$ cat src/rtl/rom_loader_if.sv
// Byte-stream input and instruction-ROM write port of the boot ROM loader.
interface rom_loader_if;
  logic        start_i;
  logic        byte_valid_i;
  logic [7:0]  byte_data_i;
  logic        byte_ready_o;
  logic [31:0] rom_addr_o;
  logic [31:0] rom_wr_data_o;
  logic        rom_wr_en_o;
  logic        core_hold_o;
  logic        done_o;
  logic        err_o;

  modport slave (
    input  start_i, byte_valid_i, byte_data_i,
    output byte_ready_o, rom_addr_o, rom_wr_data_o, rom_wr_en_o,
    output core_hold_o, done_o, err_o
  );

  modport master (
    output start_i, byte_valid_i, byte_data_i,
    input  byte_ready_o, rom_addr_o, rom_wr_data_o, rom_wr_en_o,
    input  core_hold_o, done_o, err_o
  );
endinterface

$ cat src/rtl/rom_loader.sv
// Boot loader: receives a little-endian word count followed by that many
// little-endian instruction words and writes them into the instruction ROM.
module rom_loader #(
  parameter logic [31:0] BASE_ADDR = 32'h0000_0000,
  parameter int unsigned MAX_WORDS = 4096
) (
  input  logic         clk,
  input  logic         rst,
  rom_loader_if.slave  bus
);

  typedef enum logic [2:0] {
    S_IDLE = 3'd0,
    S_LEN  = 3'd1,
    S_DATA = 3'd2,
    S_DONE = 3'd3,
    S_ERR  = 3'd4
  } state_t;

  state_t      state_q,    state_d;
  logic [1:0]  byte_cnt_q, byte_cnt_d;
  logic [31:0] asm_q,      asm_d;
  logic [31:0] n_q,        n_d;
  logic [31:0] idx_q,      idx_d;
  logic [31:0] addr_q,     addr_d;
  logic [31:0] data_q,     data_d;
  logic        wr_en_q,    wr_en_d;

  logic        byte_ready_s;
  logic        accept_s;
  logic [31:0] word_s;

  function automatic logic [31:0] put_byte(input logic [31:0] w,
                                           input logic [1:0]  pos,
                                           input logic [7:0]  b);
    logic [31:0] r;
    r = w;
    case (pos)
      2'd0:    r[7:0]   = b;
      2'd1:    r[15:8]  = b;
      2'd2:    r[23:16] = b;
      2'd3:    r[31:24] = b;
      default: r = w;
    endcase
    return r;
  endfunction

  assign byte_ready_s = (state_q == S_LEN) || (state_q == S_DATA);
  assign accept_s     = bus.byte_valid_i && byte_ready_s;
  // The completed word uses the byte arriving this cycle as its top byte.
  assign word_s       = {bus.byte_data_i, asm_q[23:0]};

  always_comb begin
    state_d    = state_q;
    byte_cnt_d = byte_cnt_q;
    asm_d      = asm_q;
    n_d        = n_q;
    idx_d      = idx_q;
    addr_d     = addr_q;
    data_d     = data_q;
    wr_en_d    = 1'b0;

    case (state_q)
      S_IDLE, S_DONE, S_ERR: begin
        if (bus.start_i) begin
          state_d    = S_LEN;
          byte_cnt_d = 2'd0;
          asm_d      = 32'h0000_0000;
          n_d        = 32'h0000_0000;
          idx_d      = 32'h0000_0000;
        end else begin
          state_d = state_q;
        end
      end

      S_LEN: begin
        if (accept_s) begin
          asm_d      = put_byte(asm_q, byte_cnt_q, bus.byte_data_i);
          byte_cnt_d = byte_cnt_q + 2'd1;
          if (byte_cnt_q == 2'd3) begin
            n_d   = word_s;
            idx_d = 32'h0000_0000;
            if (word_s == 32'h0000_0000) begin
              state_d = S_DONE;
            end else if (word_s > 32'(MAX_WORDS)) begin
              state_d = S_ERR;
            end else begin
              state_d = S_DATA;
            end
          end else begin
            state_d = S_LEN;
          end
        end else begin
          state_d = S_LEN;
        end
      end

      S_DATA: begin
        if (accept_s) begin
          asm_d      = put_byte(asm_q, byte_cnt_q, bus.byte_data_i);
          byte_cnt_d = byte_cnt_q + 2'd1;
          if (byte_cnt_q == 2'd3) begin
            wr_en_d = 1'b1;
            data_d  = word_s;
            addr_d  = BASE_ADDR + {idx_q[29:0], 2'b00};
            idx_d   = idx_q + 32'd1;
            if (idx_q == (n_q - 32'd1)) begin
              state_d = S_DONE;
            end else begin
              state_d = S_DATA;
            end
          end else begin
            state_d = S_DATA;
          end
        end else begin
          state_d = S_DATA;
        end
      end

      default: begin
        state_d = S_IDLE;
      end
    endcase
  end

  // Loader state, counters, assembly register and ROM write port.
  always_ff @(posedge clk or posedge rst) begin
    if (rst) begin
      state_q    <= S_IDLE;
      byte_cnt_q <= 2'd0;
      asm_q      <= 32'h0000_0000;
      n_q        <= 32'h0000_0000;
      idx_q      <= 32'h0000_0000;
      addr_q     <= 32'h0000_0000;
      data_q     <= 32'h0000_0000;
      wr_en_q    <= 1'b0;
    end else begin
      state_q    <= state_d;
      byte_cnt_q <= byte_cnt_d;
      asm_q      <= asm_d;
      n_q        <= n_d;
      idx_q      <= idx_d;
      addr_q     <= addr_d;
      data_q     <= data_d;
      wr_en_q    <= wr_en_d;
    end
  end

  assign bus.byte_ready_o  = byte_ready_s;
  assign bus.rom_addr_o    = addr_q;
  assign bus.rom_wr_data_o = data_q;
  assign bus.rom_wr_en_o   = wr_en_q;
  // The core stays held through the final write strobe, even though the FSM is already in DONE.
  assign bus.core_hold_o   = byte_ready_s || wr_en_q;
  assign bus.done_o        = (state_q == S_DONE);
  assign bus.err_o         = (state_q == S_ERR);

endmodule

$ cat src/flat_wrapper.sv
// flat-port wrapper written by rule: the top's interface ports become plain ports
module rom_loader_flat 
#(
  parameter logic [31:0] BASE_ADDR = 32'h0000_0000,
  parameter int unsigned MAX_WORDS = 4096
)
  (clk, rst, bus_start_i, bus_byte_valid_i, bus_byte_data_i, bus_byte_ready_o, bus_rom_addr_o, bus_rom_wr_data_o, bus_rom_wr_en_o, bus_core_hold_o, bus_done_o, bus_err_o);
  rom_loader_if bus_i ();
  input  logic clk;
  input  logic rst;
  input wire logic [$bits(bus_i.start_i)-1:0] bus_start_i;
  input wire logic [$bits(bus_i.byte_valid_i)-1:0] bus_byte_valid_i;
  input wire logic [$bits(bus_i.byte_data_i)-1:0] bus_byte_data_i;
  output wire logic [$bits(bus_i.byte_ready_o)-1:0] bus_byte_ready_o;
  output wire logic [$bits(bus_i.rom_addr_o)-1:0] bus_rom_addr_o;
  output wire logic [$bits(bus_i.rom_wr_data_o)-1:0] bus_rom_wr_data_o;
  output wire logic [$bits(bus_i.rom_wr_en_o)-1:0] bus_rom_wr_en_o;
  output wire logic [$bits(bus_i.core_hold_o)-1:0] bus_core_hold_o;
  output wire logic [$bits(bus_i.done_o)-1:0] bus_done_o;
  output wire logic [$bits(bus_i.err_o)-1:0] bus_err_o;
  assign bus_i.start_i = bus_start_i;
  assign bus_i.byte_valid_i = bus_byte_valid_i;
  assign bus_i.byte_data_i = bus_byte_data_i;
  assign bus_byte_ready_o = bus_i.byte_ready_o;
  assign bus_rom_addr_o = bus_i.rom_addr_o;
  assign bus_rom_wr_data_o = bus_i.rom_wr_data_o;
  assign bus_rom_wr_en_o = bus_i.rom_wr_en_o;
  assign bus_core_hold_o = bus_i.core_hold_o;
  assign bus_done_o = bus_i.done_o;
  assign bus_err_o = bus_i.err_o;
  rom_loader #(.BASE_ADDR(BASE_ADDR), .MAX_WORDS(MAX_WORDS)) u_core (.clk(clk), .rst(rst), .bus(bus_i));
endmodule
$ cat config.mk
export PLATFORM = sky130hd
export DESIGN_NAME = rom_loader_flat
export DESIGN_NICKNAME = d
export VERILOG_FILES = /design/src/rtl/rom_loader_if.sv /design/src/rtl/rom_loader.sv /design/src/flat_wrapper.sv
export SDC_FILE = /design/constraint.sdc
export NUM_CORES = 1
export LEC_CHECK = 0
export BUFFER_PORTS_ARGS = -buffer_cell sky130_fd_sc_hd__buf_4
export CAP_MARGIN = 5
export CELL_PAD_IN_SITES_DETAIL_PLACEMENT = 2
export CELL_PAD_IN_SITES_GLOBAL_PLACEMENT = 2
export CORE_MARGIN = 2
export CORE_UTILIZATION = 34
export DETAILED_ROUTE_END_ITERATION = 10
export PLACE_DENSITY_LB_ADDON = 0.1
export RECOVER_POWER = 50
export REMOVE_ABC_BUFFERS = 1
export SLEW_MARGIN = 20
export SYNTH_ARGS = -nofsm -noshare
export SYNTH_HDL_FRONTEND = slang
export SYNTH_SLANG_ARGS = --single-unit
$ cat constraint.sdc
create_clock -name clk -period 5.2 [get_ports clk]
set_input_delay 1.04 -clock clk [delete_from_list [all_inputs] [get_ports clk]]
set_output_delay 1.04 -clock clk [all_outputs]
set_load 0.02 [all_outputs]
==> results.ini, run 1 <==
[run_status]
status=complete, but fails checks
violations=capacitance limit, slew limit

[clock_network]
cts_tree=yes
clk_path_buf_depth=2
cts_num_sinks=156
ctsResizeCount=0
ctsHtreeMaxLevel=4
clk_pin_slew_worst_paths_ns=0.06
post-cts-setup-buffer-count=0
clock_latency_ns=0.43
numCtsBuffers=17
cts-root-buf=clkbuf_16
ctsHoldBuffers=0

[power_and_ir_drop]
power_switching_share_pct=37.4
power_frac_seq_pct=36.6
power.switching_mw=1.62
p_per_area_nw_per_um2=490
internal_power_mw=2.71
pwr-share-clk_pct=28.1
p_leak_nw=4.30
ir_worst_vdd_mv=0.215
p_comb_share_pct=35.3

[grt]
overflow=0
grt_pass1_wl_mm=37.8
track_usage_pct=20.2
first_global_vias=6640
antenna_found_initial=0
grt_max_degree=63

[placed_design]
dp_hpwl_mm=16.6
gp_congestion=0.845
placedCellCount=1119
port_buffers=78
place_area_um2=8410

[setup_path]
start_kind=input pin
crit_required_ns=5.47
rr_endpoint=u_core.state_q[0]
critical_path_class=input pin to asynchronous set/reset pin
reg2reg_slack_ns=1.91
cp_max_fo=57
arrival_ns=3.88
rr_startpoint=u_core.n_q[17]
r2r_cells=7
endpoint_kind=asynchronous set/reset pin

[route]
routed_wl_mm=22.6
viasPerCell=5.20
wl_per_cell_um=19.6
drc=0
routed-via-count=5988
first_iter_violations=275
dr.pass1.iters=4
drt.antenna.violating_nets=0

[logic_synthesis]
synth_top_area_share_pct=51.4
ys_warn_count=0
synthTopCellsByArea=dfrtp_1, nand2_1, xor2_1
synth_top_flop_cell=dfrtp_1
seq_area_frac_synth_pct=51.4
synth.distinct_cells=65
ys_ff_latch=156
synthTopCellsByCount=nand2_1, dfrtp_1, nor2_1
async_reset_ff_share_pct=100
yosys.cell_count.top_type=nand2_1
avgSynthCellArea_um2=9.55
synth_top_area_cell=dfrtp_1
syn_inst=795
synthesis.area_um2=7590
synth_enable_flop_cells=0

[finish]
fin_area_um2=8850
num_antenna_cells=0
areaGrowthSynthToFinish_pct=16.5
instances_no_fill=1151
nNetsFinal=876
drive_above_1_share_pct=14.8

[hold_path]
min_from=u_core.bus.rom_addr_o[29]
whs_endpoint=u_core.bus.rom_addr_o[29]
hold_depth=2
hp-class=flip-flop to flip-flop

[timing]
finClkSkew_ns=0.0133
tightest_slew_ns=2.47
finalHoldViolCount=0
setup_viol=0
maxSlewViolCount=52
rsz0062_at_grt=no
period_share_pct=69.4
hold_ws_ns=0.477
period_needed_ns=3.61
max_clock_freq_mhz=277
max_slew_margin_pct=-65.3

[floorplanning]
die_h_um=153
die_w_um=153
start_util_pct=34.7
rows=54
die_area_um2=23500
boundaryPins=81
core_area_um2=21900

[run]
max_cap_viol_count=1

-- metal layers --
| metal | track usage [%] | wire (um) | vias to the layer above |
|---|---|---|---|
| met2 | 33.9 | 11100 | 87 |
| met5 | 0 | 0 | - |
| met3 | 3.12 | 490 | 20 |
| met4 | 5.37 | 306 | 0 |
| li1 | - | - | 2839 |
| met1 | 27.5 | 10700 | 3042 |
-- cell type report --
cell class	instances	area, um2
Fill cell	2435	13000
Sequential cell	156	3900
Multi-Input combinational cell	582	3450
Timing Repair Buffer	85	513
Clock buffer	22	464
Tap cell	280	350
Clock inverter	10	106
Inverter	16	62.6
-- kinds of logic after synthesis --
kind of cell             Yosys count  synth area share, %
multiplexers                      28                 4.12
buffers and inverters             58                 3.31
other                              1               0.0494
flip-flops                       156                 51.4
AO/OA/AOI/OAI                    104                 9.99
adder cells (fa/ha/maj)            6                0.989
XOR/XNOR                          64                 7.38
AND/OR/NAND/NOR                  378                 22.8
-- metrics by stage --
stage	setup TNS (ns)	util [%]	setup WS (ns)	power [mW]
finish	0	40.4	1.59	4.34
global route	0	40.4	1.00	4.63
CTS	0	41.0	1.80	4.40
detailed placement	0	38.4	1.66	3.15
global placement	0	38.4	1.79	3.09
floorplan	-7.25	-	-0.0465	2.64
-- power by group through the flow --
| stage | sequential (mW) | clock, mW | combinational [mW] |
|---|---|---|---|
| 2_1_floorplan | 1.51 | 0 | 1.13 |
| 3_3_place_gp | 1.60 | 0 | 1.49 |
| 3_5_place_dp | 1.61 | 0 | 1.55 |
| 4_1_cts | 1.59 | 1.25 | 1.56 |
| 5_1_grt | 1.62 | 1.31 | 1.70 |
| 6_report | 1.59 | 1.22 | 1.53 |
-- sequential cells by signal (all words and copies together) (netlist names) --
signal                    count
u_core.bus.rom_wr_en_o        1
u_core.state_q                3
u_core.bus.rom_addr_o        30
u_core.byte_cnt_q             2
u_core.n_q                   32
u_core.asm_q                 24
u_core.bus.rom_wr_data_o     32
u_core.idx_q                 32
-- placed cells by master, fill, tap and decap left out, types with 23 or more instances in the layout --
cell	netlist	routed
nand2_1	213	213
dfrtp_1	156	156
nor2_1	52	52
buf_4	3	50
xor2_1	36	36
clkbuf_1	33	35
xnor2_1	28	28
a22o_1	28	28
mux2_2	26	26
o21ai_0	23	23
-- worst max path at each step --
stage,slack (ns),end,cells after the start,from
floorplan,-0.05,u_core.asm_q[0],1,rst
global placement,1.79,u_core.idx_q[15],8,bus_byte_valid_i
detailed placement,1.66,u_core.idx_q[11],8,bus_byte_valid_i
CTS,1.80,u_core.idx_q[2],5,u_core.state_q[1]
global route,1.00,u_core.n_q[2],3,rst
finish,1.59,u_core.n_q[3],3,rst
-- worst max-delay path, cell delays in order --
cell	delay (ns)
clkbuf_4	0.11
clkinvlp_2	1.39
clkbuf_2	1.29
No activity file was read; power rests on OpenSTA's default activity.
==> inputs of run 2 (changes only) <==
- clock period: 5.2 -> 2.99 ns (I/O delays scaled with it)
==> run 2 against run 1 <==
  * The flow still finishes with violations (capacitance limit, slew limit)
  * Flip-flop and latch count unchanged
  * Setup slack worse by 1.4 ns
  * Register-to-register slack worse by 1.7 ns
  * Global-route usage rose by 0.55 points
  * Final area up 2.7%
  * Sequential power up 73%
  * Clock power increased by 93%
==> results.ini, run 2 (synthesis results as in run 1) <==
[run_status]
status=complete, but fails checks
violations=capacitance limit, slew limit

[route]
dr.pass1.iters=4
routed-via-count=6191
wl_per_cell_um=20.1
drt.antenna.violating_nets=0
routed_wl_mm=23.6
first_iter_violations=199
drc=0
viasPerCell=5.29

[timing]
max_slew_margin_pct=-59.7
max_clock_freq_mhz=354
tightest_slew_ns=2.39
finClkSkew_ns=0.0131
finalWorstSetupSlack_ns=0.166
maxSlewViolCount=59
rsz0062_at_grt=no
period_needed_ns=2.82
period_share_pct=94.4
setup_viol=0
finalHoldViolCount=0

[clock_network]
cts_num_sinks=156
ctsHoldBuffers=0
clk_path_buf_depth=2
clk_pin_slew_worst_paths_ns=0.07
clock_latency_ns=0.43
cts_tree=yes
cts-root-buf=clkbuf_16
numCtsBuffers=17
ctsHtreeMaxLevel=4

[placed_design]
place_area_um2=8580
port_buffers=78
dp_slack_ns=0.121
dp_hpwl_mm=17.1
gp_congestion=0.875

[finish]
nNetsFinal=896
areaGrowthSynthToFinish_pct=19.7
layout_common_cells=nand2_1, dfrtp_1, buf_4
layout_commonest_cell=nand2_1
fin_area_um2=9090
fillers=2415
num_antenna_cells=0
drive_above_1_share_pct=17.1

[setup_path]
path_buf_inv=0
rr_endpoint=u_core.state_q[0]
cpLargestDelayFamily=simple AND/OR/NAND/NOR gates
crit_required_ns=3.33
cp.depth=7
critPathSlowestCell=or3_2
r2r_cells=7
arrival_ns=3.16
rr_startpoint=u_core.n_q[14]
worst_path_most_repeated_cell=or3_2
reg2reg_slack_ns=0.17
cp_max_fo=5
start_kind=flip-flop
endpoint_kind=flip-flop
critical_path_class=flip-flop to flip-flop
max_stage_delay_ns=0.53
crit_chain=or3_2, or3_2, nor3_2, mux2_2, a2111oi_0, o221ai_1, o21ai_1

[grt]
first_global_vias=6863
track_usage_pct=20.8
grt_max_degree=68
grt_pass1_wl_mm=38.9
antenna_found_initial=0
overflow=0

[hold_path]
hold_depth=2
whs_endpoint=u_core.state_q[2]
min_from=bus_start_i
hp-class=input pin to flip-flop

[power_and_ir_drop]
finalPower_mw=8.01
p_comb_share_pct=36.2
power.switching_mw=2.99
pwr-share-clk_pct=29.5
internal_power_mw=5.02
p_per_area_nw_per_um2=882
power_frac_seq_pct=34.3
ir_worst_vdd_mv=0.363
power_switching_share_pct=37.3
p_leak_nw=4.45

[floorplanning]
die_w_um=153
die_h_um=153
core_area_um2=21900
die_area_um2=23500
boundaryPins=81
start_util_pct=34.7
rows=54

[run]
max_cap_viol_count=1

[run 2: cell count changes in the layout (fill, tap and decap cells not counted), sizes merged]
cell / before / now
buf: 50 / 71
bufinv: 1 / 3
clkbuf: 57 / 52
clkinv: 5 / 2
clkinvlp: 3 / 1
inv: 17 / 24
[run 2: area by class of cell]
| cell class | instances | area (um2) | area share (%) |
|---|---|---|---|
| Tap cell | 280 | 350 | 3.86 |
| Clock inverter | 14 | 193 | 2.12 |
| Timing Repair Buffer | 105 | 681 | 7.49 |
| Inverter | 16 | 60.1 | 0.661 |
| Sequential cell | 156 | 3900 | 43.0 |
| Clock buffer | 18 | 439 | 4.83 |
| Multi-Input combinational cell | 582 | 3460 | 38.1 |
[run 2: power by group through the flow]
stage	clock [mW]	combinational, mW	sequential [mW]
after global placement	0	2.76	2.75
final	2.36	2.90	2.75
after global routing	2.52	3.18	2.79
after CTS	2.41	2.92	2.74
after floorplan	0	1.96	2.63
after detailed placement	0	2.89	2.78
[run 2: timing repair]
action / CTS / global route
setup buffers: 0 / 0
endpoints found under the setup margin: 0 / 1
gates resized for setup: 0 / 2
[run 2: per-stage QoR]
stage                     std cells  util (%)  TNS, ns  hold slack, ns
final                          1171      41.5        0           0.387
after global routing           1171      41.5        0           0.383
after detailed placement       1139      39.2        0           0.464
after floorplan                 754         -  -305.30           0.472
after global placement         1139      39.2        0           0.459
after CTS                      1171      42.1        0           0.256
[run 2: how the worst max path moves through the flow]
| stage | startpoint | to | slack (ns) |
|---|---|---|---|
| floorplan | rst | u_core.asm_q[0] | -1.81 |
| global placement | u_core.n_q[14] | u_core.state_q[0] | 0.22 |
| detailed placement | u_core.n_q[14] | u_core.state_q[0] | 0.12 |
| CTS | u_core.n_q[0] | u_core.state_q[0] | 0.09 |
| global route | rst | u_core.idx_q[22] | 0.03 |
| finish | u_core.n_q[14] | u_core.state_q[0] | 0.17 |
[run 2: per-layer routing]
metal	routed length, um	GRT usage, %	vias up
met5	0	0	-
met4	285	5.20	0
met3	624	2.78	22
met2	11800	35.8	106
met1	10900	27.8	3180
li1	-	-	2883
